## src/rtl/fetch_pkg.sv

```systemverilog
// fetch_pkg -- shared definitions for the instruction-fetch stage.
//
// Contents:
//   FETCH_*          default parameter values used by fetch_unit
//   ibuf_entry_t     {instr, pc} pair for the default widths
//
// Optional feature macro used by fetch_unit: FETCH_ALIGN_CHECK_EN.
package fetch_pkg;

  localparam int unsigned FETCH_ADDR_W     = 16;
  localparam int unsigned FETCH_INSTR_W    = 16;
  localparam int unsigned FETCH_PC_INC     = 2;
  localparam int unsigned FETCH_RESET_PC   = 0;
  localparam int unsigned FETCH_IBUF_DEPTH = 4;

  // One buffered instruction together with the address it was fetched from.
  typedef struct packed {
    logic [FETCH_INSTR_W-1:0] instr;
    logic [FETCH_ADDR_W-1:0]  pc;
  } ibuf_entry_t;

endpackage

```

## src/rtl/fetch_ibuf.sv

```systemverilog
// fetch_ibuf -- synchronous circular FIFO with occupancy count.
//
// Ports:
//   clk, rst          clock, asynchronous active-high reset
//   flush             empties the FIFO (wins over push and pop)
//   push, push_data   write one entry
//   pop               drop the head entry (ignored when empty)
//   head_data         current head entry (combinational read)
//   count             number of valid entries, 0..DEPTH
//
// DEPTH must be a power of two so the pointers wrap by overflow.
module fetch_ibuf
  import fetch_pkg::*;
#(
  parameter  int unsigned W     = 32,
  parameter  int unsigned DEPTH = FETCH_IBUF_DEPTH,
  localparam int unsigned PTR_W = $clog2(DEPTH),
  localparam int unsigned CNT_W = $clog2(DEPTH + 1)
) (
  input  logic             clk,
  input  logic             rst,
  input  logic             flush,
  input  logic             push,
  input  logic [W-1:0]     push_data,
  input  logic             pop,
  output logic [W-1:0]     head_data,
  output logic [CNT_W-1:0] count
);

  logic [W-1:0]     mem_q [DEPTH];
  logic [PTR_W-1:0] rd_ptr_q, rd_ptr_d;
  logic [PTR_W-1:0] wr_ptr_q, wr_ptr_d;
  logic [CNT_W-1:0] count_q, count_d;
  logic             do_push, do_pop;

  assign do_pop  = pop & (count_q != '0) & ~flush;
  // A push into a full FIFO is only legal when the head leaves in the same cycle.
  assign do_push = push & ~flush & ((count_q != CNT_W'(DEPTH)) | do_pop);

  always_comb begin
    rd_ptr_d = rd_ptr_q;
    wr_ptr_d = wr_ptr_q;
    count_d  = count_q;
    if (flush) begin
      rd_ptr_d = '0;
      wr_ptr_d = '0;
      count_d  = '0;
    end else begin
      if (do_push) wr_ptr_d = wr_ptr_q + PTR_W'(1);
      if (do_pop)  rd_ptr_d = rd_ptr_q + PTR_W'(1);
      count_d = count_q + CNT_W'(do_push) - CNT_W'(do_pop);
    end
  end

  always_ff @(posedge clk or posedge rst) begin
    if (rst) begin
      rd_ptr_q <= '0;
      wr_ptr_q <= '0;
      count_q  <= '0;
    end else begin
      rd_ptr_q <= rd_ptr_d;
      wr_ptr_q <= wr_ptr_d;
      count_q  <= count_d;
    end
  end

  // Storage carries no reset; validity is tracked by the pointers and count.
  always_ff @(posedge clk) begin
    if (do_push) mem_q[wr_ptr_q] <= push_data;
  end

  assign head_data = mem_q[rd_ptr_q];
  assign count     = count_q;

endmodule

```

## src/rtl/fetch_unit.sv

```systemverilog
// fetch_unit -- decoupled instruction-fetch stage.
//
// Keeps the fetch PC, issues in-order requests to a variable-latency
// instruction memory and buffers the returned instructions for decode.
// A redirect flushes the buffer, restarts at redirect_pc and discards
// responses still in flight for the old path.
//
// Ports:
//   clk, rst                        clock, asynchronous active-high reset
//   fetch_enable                    allow new requests
//   redirect_valid, redirect_pc     flush and restart fetch
//   imem_req_valid/ready, imem_addr request channel
//   imem_rsp_valid, imem_rsp_data   in-order response channel
//   out_valid/ready, out_instr,
//   out_pc, out_pc_next             head of the instruction buffer
//   err                             sticky misaligned-redirect flag
//
// Optional feature: define FETCH_ALIGN_CHECK_EN to flag redirects whose
// target is not a multiple of PC_INC; while err is set no requests issue.
module fetch_unit
  import fetch_pkg::*;
#(
  parameter int unsigned ADDR_W     = FETCH_ADDR_W,
  parameter int unsigned INSTR_W    = FETCH_INSTR_W,
  parameter int unsigned PC_INC     = FETCH_PC_INC,
  parameter int unsigned RESET_PC   = FETCH_RESET_PC,
  parameter int unsigned IBUF_DEPTH = FETCH_IBUF_DEPTH
) (
  input  logic               clk,
  input  logic               rst,
  input  logic               fetch_enable,
  input  logic               redirect_valid,
  input  logic [ADDR_W-1:0]  redirect_pc,
  output logic               imem_req_valid,
  input  logic               imem_req_ready,
  output logic [ADDR_W-1:0]  imem_addr,
  input  logic               imem_rsp_valid,
  input  logic [INSTR_W-1:0] imem_rsp_data,
  output logic               out_valid,
  input  logic               out_ready,
  output logic [INSTR_W-1:0] out_instr,
  output logic [ADDR_W-1:0]  out_pc,
  output logic [ADDR_W-1:0]  out_pc_next,
  output logic               err
);

  localparam int unsigned CNT_W = $clog2(IBUF_DEPTH + 1);
  // Stale responses can pile up over back-to-back redirects while new
  // requests are already issuing, so the drop counter gets extra headroom.
  localparam int unsigned DROP_W = CNT_W + 4;
  localparam int unsigned ENTRY_W = INSTR_W + ADDR_W;

  typedef struct packed {
    logic [INSTR_W-1:0] instr;
    logic [ADDR_W-1:0]  pc;
  } entry_t;

  logic [ADDR_W-1:0] fetch_pc_q, fetch_pc_d;
  logic [DROP_W-1:0] drop_q, drop_d;

  logic [CNT_W-1:0]  ibuf_count;
  logic [CNT_W-1:0]  tag_count;   // doubles as the outstanding-request count
  logic [ADDR_W-1:0] tag_head;
  entry_t            ibuf_push_entry;
  logic [ENTRY_W-1:0] ibuf_head_bits;
  entry_t            ibuf_head;

  logic credit_ok, align_ok, req_valid, req_fire;
  logic rsp_drop, rsp_take, rsp_owned, pop_fire;

  // Requests in flight plus buffered instructions may never exceed the
  // buffer size, so every response always finds a free slot.
  assign credit_ok = ({1'b0, ibuf_count} + {1'b0, tag_count}) < (CNT_W + 1)'(IBUF_DEPTH);
  assign req_valid = ~rst & fetch_enable & ~redirect_valid & credit_ok & align_ok;
  assign req_fire  = req_valid & imem_req_ready;

  assign rsp_drop  = imem_rsp_valid & (drop_q != '0);
  assign rsp_take  = imem_rsp_valid & (drop_q == '0) & ~redirect_valid;
  // Guards the redirect drop update against a response nobody asked for.
  assign rsp_owned = imem_rsp_valid & ((drop_q != '0) | (tag_count != '0));

  assign out_valid = (ibuf_count != '0) & ~redirect_valid;
  assign pop_fire  = out_valid & out_ready;

  always_comb begin
    fetch_pc_d = fetch_pc_q;
    drop_d     = drop_q;
    if (redirect_valid) begin
      // Everything in flight becomes stale, including a response landing now.
      fetch_pc_d = redirect_pc;
      drop_d     = drop_q + DROP_W'(tag_count) - DROP_W'(rsp_owned);
    end else begin
      if (req_fire) fetch_pc_d = fetch_pc_q + ADDR_W'(PC_INC);
      drop_d = drop_q - DROP_W'(rsp_drop);
    end
  end

  always_ff @(posedge clk or posedge rst) begin
    if (rst) begin
      fetch_pc_q <= ADDR_W'(RESET_PC);
      drop_q     <= '0;
    end else begin
      fetch_pc_q <= fetch_pc_d;
      drop_q     <= drop_d;
    end
  end

  // Issue-order queue of request addresses; its head tags the next live response.
  fetch_ibuf #(
    .W     (ADDR_W),
    .DEPTH (IBUF_DEPTH)
  ) u_tag_q (
    .clk       (clk),
    .rst       (rst),
    .flush     (redirect_valid),
    .push      (req_fire),
    .push_data (fetch_pc_q),
    .pop       (rsp_take),
    .head_data (tag_head),
    .count     (tag_count)
  );

  assign ibuf_push_entry.instr = imem_rsp_data;
  assign ibuf_push_entry.pc    = tag_head;

  fetch_ibuf #(
    .W     (ENTRY_W),
    .DEPTH (IBUF_DEPTH)
  ) u_ibuf (
    .clk       (clk),
    .rst       (rst),
    .flush     (redirect_valid),
    .push      (rsp_take),
    .push_data (ibuf_push_entry),
    .pop       (pop_fire),
    .head_data (ibuf_head_bits),
    .count     (ibuf_count)
  );

  assign ibuf_head   = entry_t'(ibuf_head_bits);
  assign out_instr   = ibuf_head.instr;
  assign out_pc      = ibuf_head.pc;
  assign out_pc_next = ibuf_head.pc + ADDR_W'(PC_INC);

  assign imem_req_valid = req_valid;
  assign imem_addr      = fetch_pc_q;

`ifdef FETCH_ALIGN_CHECK_EN
  logic err_q, err_d, misaligned;

  assign misaligned = (redirect_pc % ADDR_W'(PC_INC)) != '0;

  always_comb begin
    err_d = err_q | (redirect_valid & misaligned);
  end

  always_ff @(posedge clk or posedge rst) begin
    if (rst) err_q <= 1'b0;
    else     err_q <= err_d;
  end

  assign align_ok = ~err_q;
  assign err      = err_q;
`else
  assign align_ok = 1'b1;
  assign err      = 1'b0;
`endif

endmodule

```

## config.mk

```make
export PLATFORM = sky130hd
export DESIGN_NAME = fetch_unit
export DESIGN_NICKNAME = d
export VERILOG_FILES = /design/src/rtl/fetch_pkg.sv /design/src/rtl/fetch_ibuf.sv /design/src/rtl/fetch_unit.sv
export SDC_FILE = /design/constraint.sdc
export NUM_CORES = 1
export LEC_CHECK = 0
export ABC_AREA = 1
export CAP_MARGIN = 5
export CORE_MARGIN = 3
export CORE_UTILIZATION = 33
export CTS_CLUSTER_DIAMETER = 40
export CTS_CLUSTER_SIZE = 28
export DETAILED_ROUTE_END_ITERATION = 7
export PLACE_DENSITY_LB_ADDON = 0.2
export SYNTH_ARGS = -nofsm -noshare
export SYNTH_HDL_FRONTEND = slang
export SYNTH_SLANG_ARGS = --single-unit
```

## constraint.sdc

```tcl
create_clock -name clk -period 2.8 [get_ports clk]
set_clock_uncertainty 0.05 [all_clocks]
set_input_delay 0.84 -clock clk [delete_from_list [all_inputs] [get_ports clk]]
set_output_delay 0.84 -clock clk [all_outputs]
set_load 0.05 [all_outputs]
```

After elaboration in Yosys (flattened, before gate mapping). Memory sizes are Yosys's and may differ from the RTL's. Index checks and enable logic that the tools add are counted.

Bits in registers: 37. Memory bits (writable): 192. Input bits: 39. Output and inout bits: 67. Logic and storage cells: 76. Memories: 2.

Memory list: u_ibuf.mem_q (depth 4, bits a word 32, rd ports 1, clocked after Yosys merged registers in 0, wr ports 1, RTL line fetch_ibuf.sv:30) `logic [W-1:0] mem_q [DEPTH];`; u_tag_q.mem_q (depth 4, bits a word 16, rd ports 1, clocked after Yosys merged registers in 0, wr ports 1, RTL line fetch_ibuf.sv:30).

Add/sub/neg operators: 14. $lt $le $gt $ge: 1. Equal/unequal tests: 2. Muxes and demuxes: 17. Bitwise logic cells: 23. Reduce and logical (&&, ||, !) cells: 9.

Operators with widths (number): adder 16 x 2 -> 16 bit, second input constant (2); two-way mux 16 bit (2); bitwise AND 1 bit (18); two-way mux 2 bit (8); subtractor 7 x 1 -> 7 bit (2); nonzero test 2 bit (5); adder 2 x 1 -> 2 bit, second input constant (4); adder 7 x 3 -> 7 bit (1); zero test 7 bit (1); two-way mux 7 bit (1); nonzero test 7 bit (1); adder 3 x 1 -> 3 bit (2); two-way mux 3 bit (2); inequality test 3 bit, second input constant (2); nonzero test 3 bit (2); subtractor 3 x 1 -> 3 bit (2); adder 3 x 3 -> 4 bit (1); less-than comparator 4 x 3 -> 1 bit, second input constant (1); two-way mux 1 bit (4); bitwise OR 1 bit (3); inverter 1 bit (2).

Depth between registers and ports, before layout.
Depth after elaboration: 10. Gate-level depth with buffers: 15.

Cells and area by module. Synthesis repeated with hierarchy kept, for this count alone.

Cell total of the unflattened synthesis: 952. Area, all modules: 10402.5 um2.

Modules (own cells, without submodules): fetch_ibuf at u_ibuf (times used 1, cells an instance 375, area an instance 5232.5 um2, seq. area each 4018.9 um2); fetch_ibuf at u_tag_q (times used 1, cells an instance 220, area an instance 2894.0 um2, seq. area each 2097.0 um2); fetch_unit (times used 1, cells an instance 357, area an instance 2275.9 um2, seq. area each 575.6 um2).

Worst setup path after synthesis. Ideal clock, no wire load.

Path kind: reg-to-output. Start point: reg u_ibuf.rd_ptr_q[0]. End point: out out_pc_next[5]. Data arrival time: 2586 ps. Path slack: -676 ps. Cell stages (with the launch flop): 14. Buffers on the path: 1. Cell sequence: dfrtp_1 > inv_2 > buf_6 > nand2_1 > nand2_1 > nand2_1 > nand2_1 > ha_1 > inv_1 > nor2_4 > inv_1 > nor2_2 > nor2_1 > a21oi_1.

Word-level cells in the longest chain between the ends: 2.

RTL lines: start: declaration (RTL line fetch_ibuf.sv:31) `logic [PTR_W-1:0] rd_ptr_q, rd_ptr_d;`; start signal: assignment (RTL line fetch_ibuf.sv:61) `rd_ptr_q <= rd_ptr_d;`; memory read (4 x 32 bit); via out_pc[2] (RTL line fetch_unit.sv:42) `output logic [ADDR_W-1:0] out_pc,`; adder 16 x 2 -> 16 bit (RTL line fetch_unit.sv:143) `assign out_pc_next = ibuf_head.pc + ADDR_W'(PC_INC);`; end: declaration (RTL line fetch_unit.sv:43) `output logic [ADDR_W-1:0] out_pc_next,`.

The timed path passes the listed nets, and every way through them passes these cells.

Worst setup path in the final report.
Start point: reg u_ibuf.rd_ptr_q[0]. End point: out out_pc_next[7].

Word-level cells in the longest chain between the ends: 2.

RTL lines (RTL line): memory read (4 x 32 bit); adder 16 x 2 -> 16 bit (fetch_unit.sv:143).

No other way between the ends.

==> flow_summary_export.csv <==
group,metric,value,unit
final_layout,syn_to_final_growth,45.85,%
outcome,violations,"negative setup slack",
worst_setup_path,cp.arrival,2.30,ns
drt,initialDrtViolationCount,411,
drt,route.detailed.drc,0,
worst_setup_path,cp.depth,11,
die,die_y,184.1,µm
global_route,grt_pass1_vias,7416,
logic_synthesis,avgSynthCellArea,10.93,µm²
cts,clkSlewWorstSetupHoldPaths,0.06,ns
global_route,grt_start_max_net_pins,35,
die,rows,64,
logic_synthesis,ys_types,39,
global_route,grt_usage,0.1431,
outcome,status,"finished, violations left",
placement,gp_congestion,0.8069,
logic_synthesis,synth.area.top_cells,"edfxtp_1 55%, dfrtp_1 8.8%, nand2_1 6.4%, o21ai_0 4.1%, nor2_1 4.1%",
final_layout,drive_gt1_frac,0.3269,
cts,cts_tree,"done",
worst_setup_path,cp_cell_sequence,"clkinv_4 > nand2_1 > o211ai_1 > nand2_2 > ha_4 > inv_2 > nor2_4 > nand3_4 > buf_12 > xor2_4 > buf_12",
die,initial_core_util,0.3388,
min_path,worstHoldPathType,"in -> async",
worst_setup_path,r2r_cells,14,
die,die_w,184.1,µm
worst_setup_path,cp_slowest_stage_delay,0.45,ns
placement,dp_hpwl,16240,µm
power_and_ir_drop,ir_drop,0.4026,mV
logic_synthesis,syn-cell-area,0.01047,mm²
worst_setup_path,worst_setup_path_start_kind,"flop",
final_layout,fillCellCount,2709,
worst_setup_path,slowest_stage,"dfrtp_2",
placement,portBuffers,104,
drt,vias,7416,
logic_synthesis,yosys_register_bits,229,
logic_synthesis,synth.net_count,1030,
timing,rsz0062_at_grt,"yes",
cts,cts_made_buffers,35,
power_and_ir_drop,powerDensity,845.1,mW/mm²
drt,viasPerCell,4.676,
logic_synthesis,async_reset_ff_frac,0.1616,
worst_setup_path,end_kind,"primary output",
timing,setup_ws,-0.3860,ns
logic_synthesis,synth-seq-area-share,0.6390,
timing,finalSetupTns,-5.871,ns
global_route,overflow,0,
cts,htree_num_levels,2,
global_route,antenna_found_initial,0,
drt,final_antenna_net_count,0,
cts,clk_latency,0.50,ns
worst_setup_path,path_common_cell,"buf_12",
worst_setup_path,crit_end,"out_pc_next[7]",
power_and_ir_drop,p_leak,5.993,nW
drt,wl_per_cell,15.46,µm
logic_synthesis,synth-edff-count,192,
logic_synthesis,synthFlopType,"edfxtp_1",
logic_synthesis,synth_area_leader_cell,"edfxtp_1",
final_layout,nets,1235,
logic_synthesis,yosys_warnings,0,
worst_setup_path,path_max_fanout,8,
timing,finalHoldWorstSlack,0.3520,ns
cts,cts_sinks,229,
timing,period_minus_slack,3.186,ns
logic_synthesis,synth_cells,958,
worst_setup_path,r2r_start,"drop_q[5]$_DFF_PP0_",
drt,drtPass1Iterations,4,
cts,clk_root_buffer_cell,"clkbuf_16",
worst_setup_path,cp-startpoint,"u_ibuf.rd_ptr_q[0]$_DFFE_PP0P_",
logic_synthesis,synth_top_area_frac,0.5506,
timing,worst_pin_slew,0.6138,ns
timing,drv_slew,0,
timing,finalHoldViolations,0,
cts,clockBufferDepth,3,
worst_setup_path,crit_buf_inv,4,
worst_setup_path,path_class,"reg -> out",
global_route,grt_pass1_wl,39030,µm
worst_setup_path,crit_family,"simple AND/OR/NAND/NOR gates",
timing,slew_headroom,0.5908,
final_layout,multi_input_area,0.003851,mm²
die,ios,106,
final_layout,regArea,0.006694,mm²
timing,finalSetupViolations,33,
final_layout,antennaDiodeCount,0,
worst_setup_path,timing.rr.end,"drop_q[4]$_DFF_PP0_",
drt,wirelength,24520,µm
timing,timing.final.crit_share,1.138,
worst_setup_path,required,1.91,ns
die,fp.dieArea,0.03390,mm²
die,coreArea,0.03091,mm²
job,drv_cap,0,
worst_setup_path,ff2ff_setup_slack,0.27,ns
timing,fmaxAchievable,313.9,MHz
## cells by family (layout without fill, tap and decap cells)
kind of cell | Yosys count | after routing | share of synthesized area
fa+ha+maj | 33 | 33 | 0.04158
buf+inv | 125 | 357 | 0.05365
compound gates | 148 | 148 | 0.07874
flops | 229 | 229 | 0.6390
other cells | 1 | 1 | 0.0003581
simple gates | 400 | 400 | 0.1682
xor+xnor | 22 | 22 | 0.01840
## how the worst min path moves through the flow
stage / to / depth (start not counted)
floorplan: u_tag_q.wr_ptr_q[1]$_DFFE_PP0P_ / 2
global placement: u_tag_q.wr_ptr_q[1]$_DFFE_PP0P_ / 2
detailed placement: u_tag_q.wr_ptr_q[1]$_DFFE_PP0P_ / 2
CTS: u_tag_q.wr_ptr_q[1]$_DFFE_PP0P_ / 2
global route: u_ibuf.wr_ptr_q[0]$_DFFE_PP0P_ / 3
finish: u_ibuf.wr_ptr_q[0]$_DFFE_PP0P_ / 3
## metal layers
layer  GRT usage  vias to the layer above  share of wire
li1            -                     3709              -
met1      0.1922                     3514           0.46
met2      0.2399                      156           0.48
met3     0.02763                       37          0.045
met4     0.03629                        0          0.017
met5           0                        -              0
## layout make-up
cell class              instances  area share
clock buffers                  40     0.06063
clock inverters                24     0.01991
inverters                      83     0.02187
multi-input cells             604      0.2522
flip-flops and latches        229      0.4383
well taps                     396     0.03244
repair buffers                210      0.1747
## repair_timing
action                                  4_1_cts  5_1_grt
endpoints found under the setup margin       44       49
resized for setup                            64      122
setup buffers                                14       10
pin swaps                                    24       21
hold buffers                                  0        0
cloned                                        2        3
## report_power, final
part / switching, W / internal (W)
clock: 0.00164 / 0.00282
sequential: 0.000126 / 0.00383
combinational: 0.00249 / 0.00199
total: 0.00426 / 0.00865
## flip-flops by register name (all words and copies together), names as in the netlist, 3 cells and up
name and flops:
u_tag_q.mem_q 64, imem_addr 16, u_tag_q.count 3, drop_q 7, u_ibuf.mem_q 128, u_ibuf.count 3
## tightest hold or removal path, cell delays in order
cell            delay, ns
dlymetal6s2s_1       0.13
inv_1                0.07
buf_4                0.22
## synth_stat cells, types with 2 or more instances
cell      number
a21oi_1       11
buf_2         11
buf_4          6
buf_6          5
clkbuf_1      18
dfrtp_1       37
edfxtp_1     192
fa_1           3
ha_1          30
inv_1         76
inv_2          6
nand2_1      178
nand2_2       17
nand2_4        2
nand3_1       50
nand3_2        8
nand4_1        5
nor2_1       114
nor2_2        10
nor2_4         4
nor3_1         8
o211ai_1      11
o21ai_0       86
o22ai_1       35
xnor2_1        7
xor2_1        15
## metrics by stage
stage	power (W)	instances	setup slack, ns	instance area [µm²]	util
finish	0.01291	1586	-0.3860	15270	0.4941
global route	0.01355	1586	-0.5177	15270	0.4941
CTS	0.01276	1575	-0.4089	14860	0.4809
detailed placement	0.007987	1497	-0.1938	13280	0.4295
global placement	0.007965	1497	-0.1550	13280	0.4295
floorplan	0.006360	958	-0.4852	10730	-
## cells in the final DEF (no fill, tap or decap), types with 11 or more instances in the layout
cell type	synthesis	layout
o21ai_0	86	53
o21ai_1	0	16
inv_1	76	69
xor2_1	15	11
o21ai_2	0	17
buf_12	1	65
edfxtp_1	192	192
clkbuf_16	0	38
buf_4	6	70
ha_1	30	28
clkdlybuf4s50_1	0	46
nand3_1	50	44
o211ai_1	11	11
o22ai_1	35	18
nand2_2	17	45
nand2_1	178	141
nor2_1	114	87
buf_6	5	13
dfrtp_1	37	35
nand3_2	8	12
o22ai_2	0	15
nor2_2	10	24
nor2_4	4	17
Power figures use the tool's default switching activity.
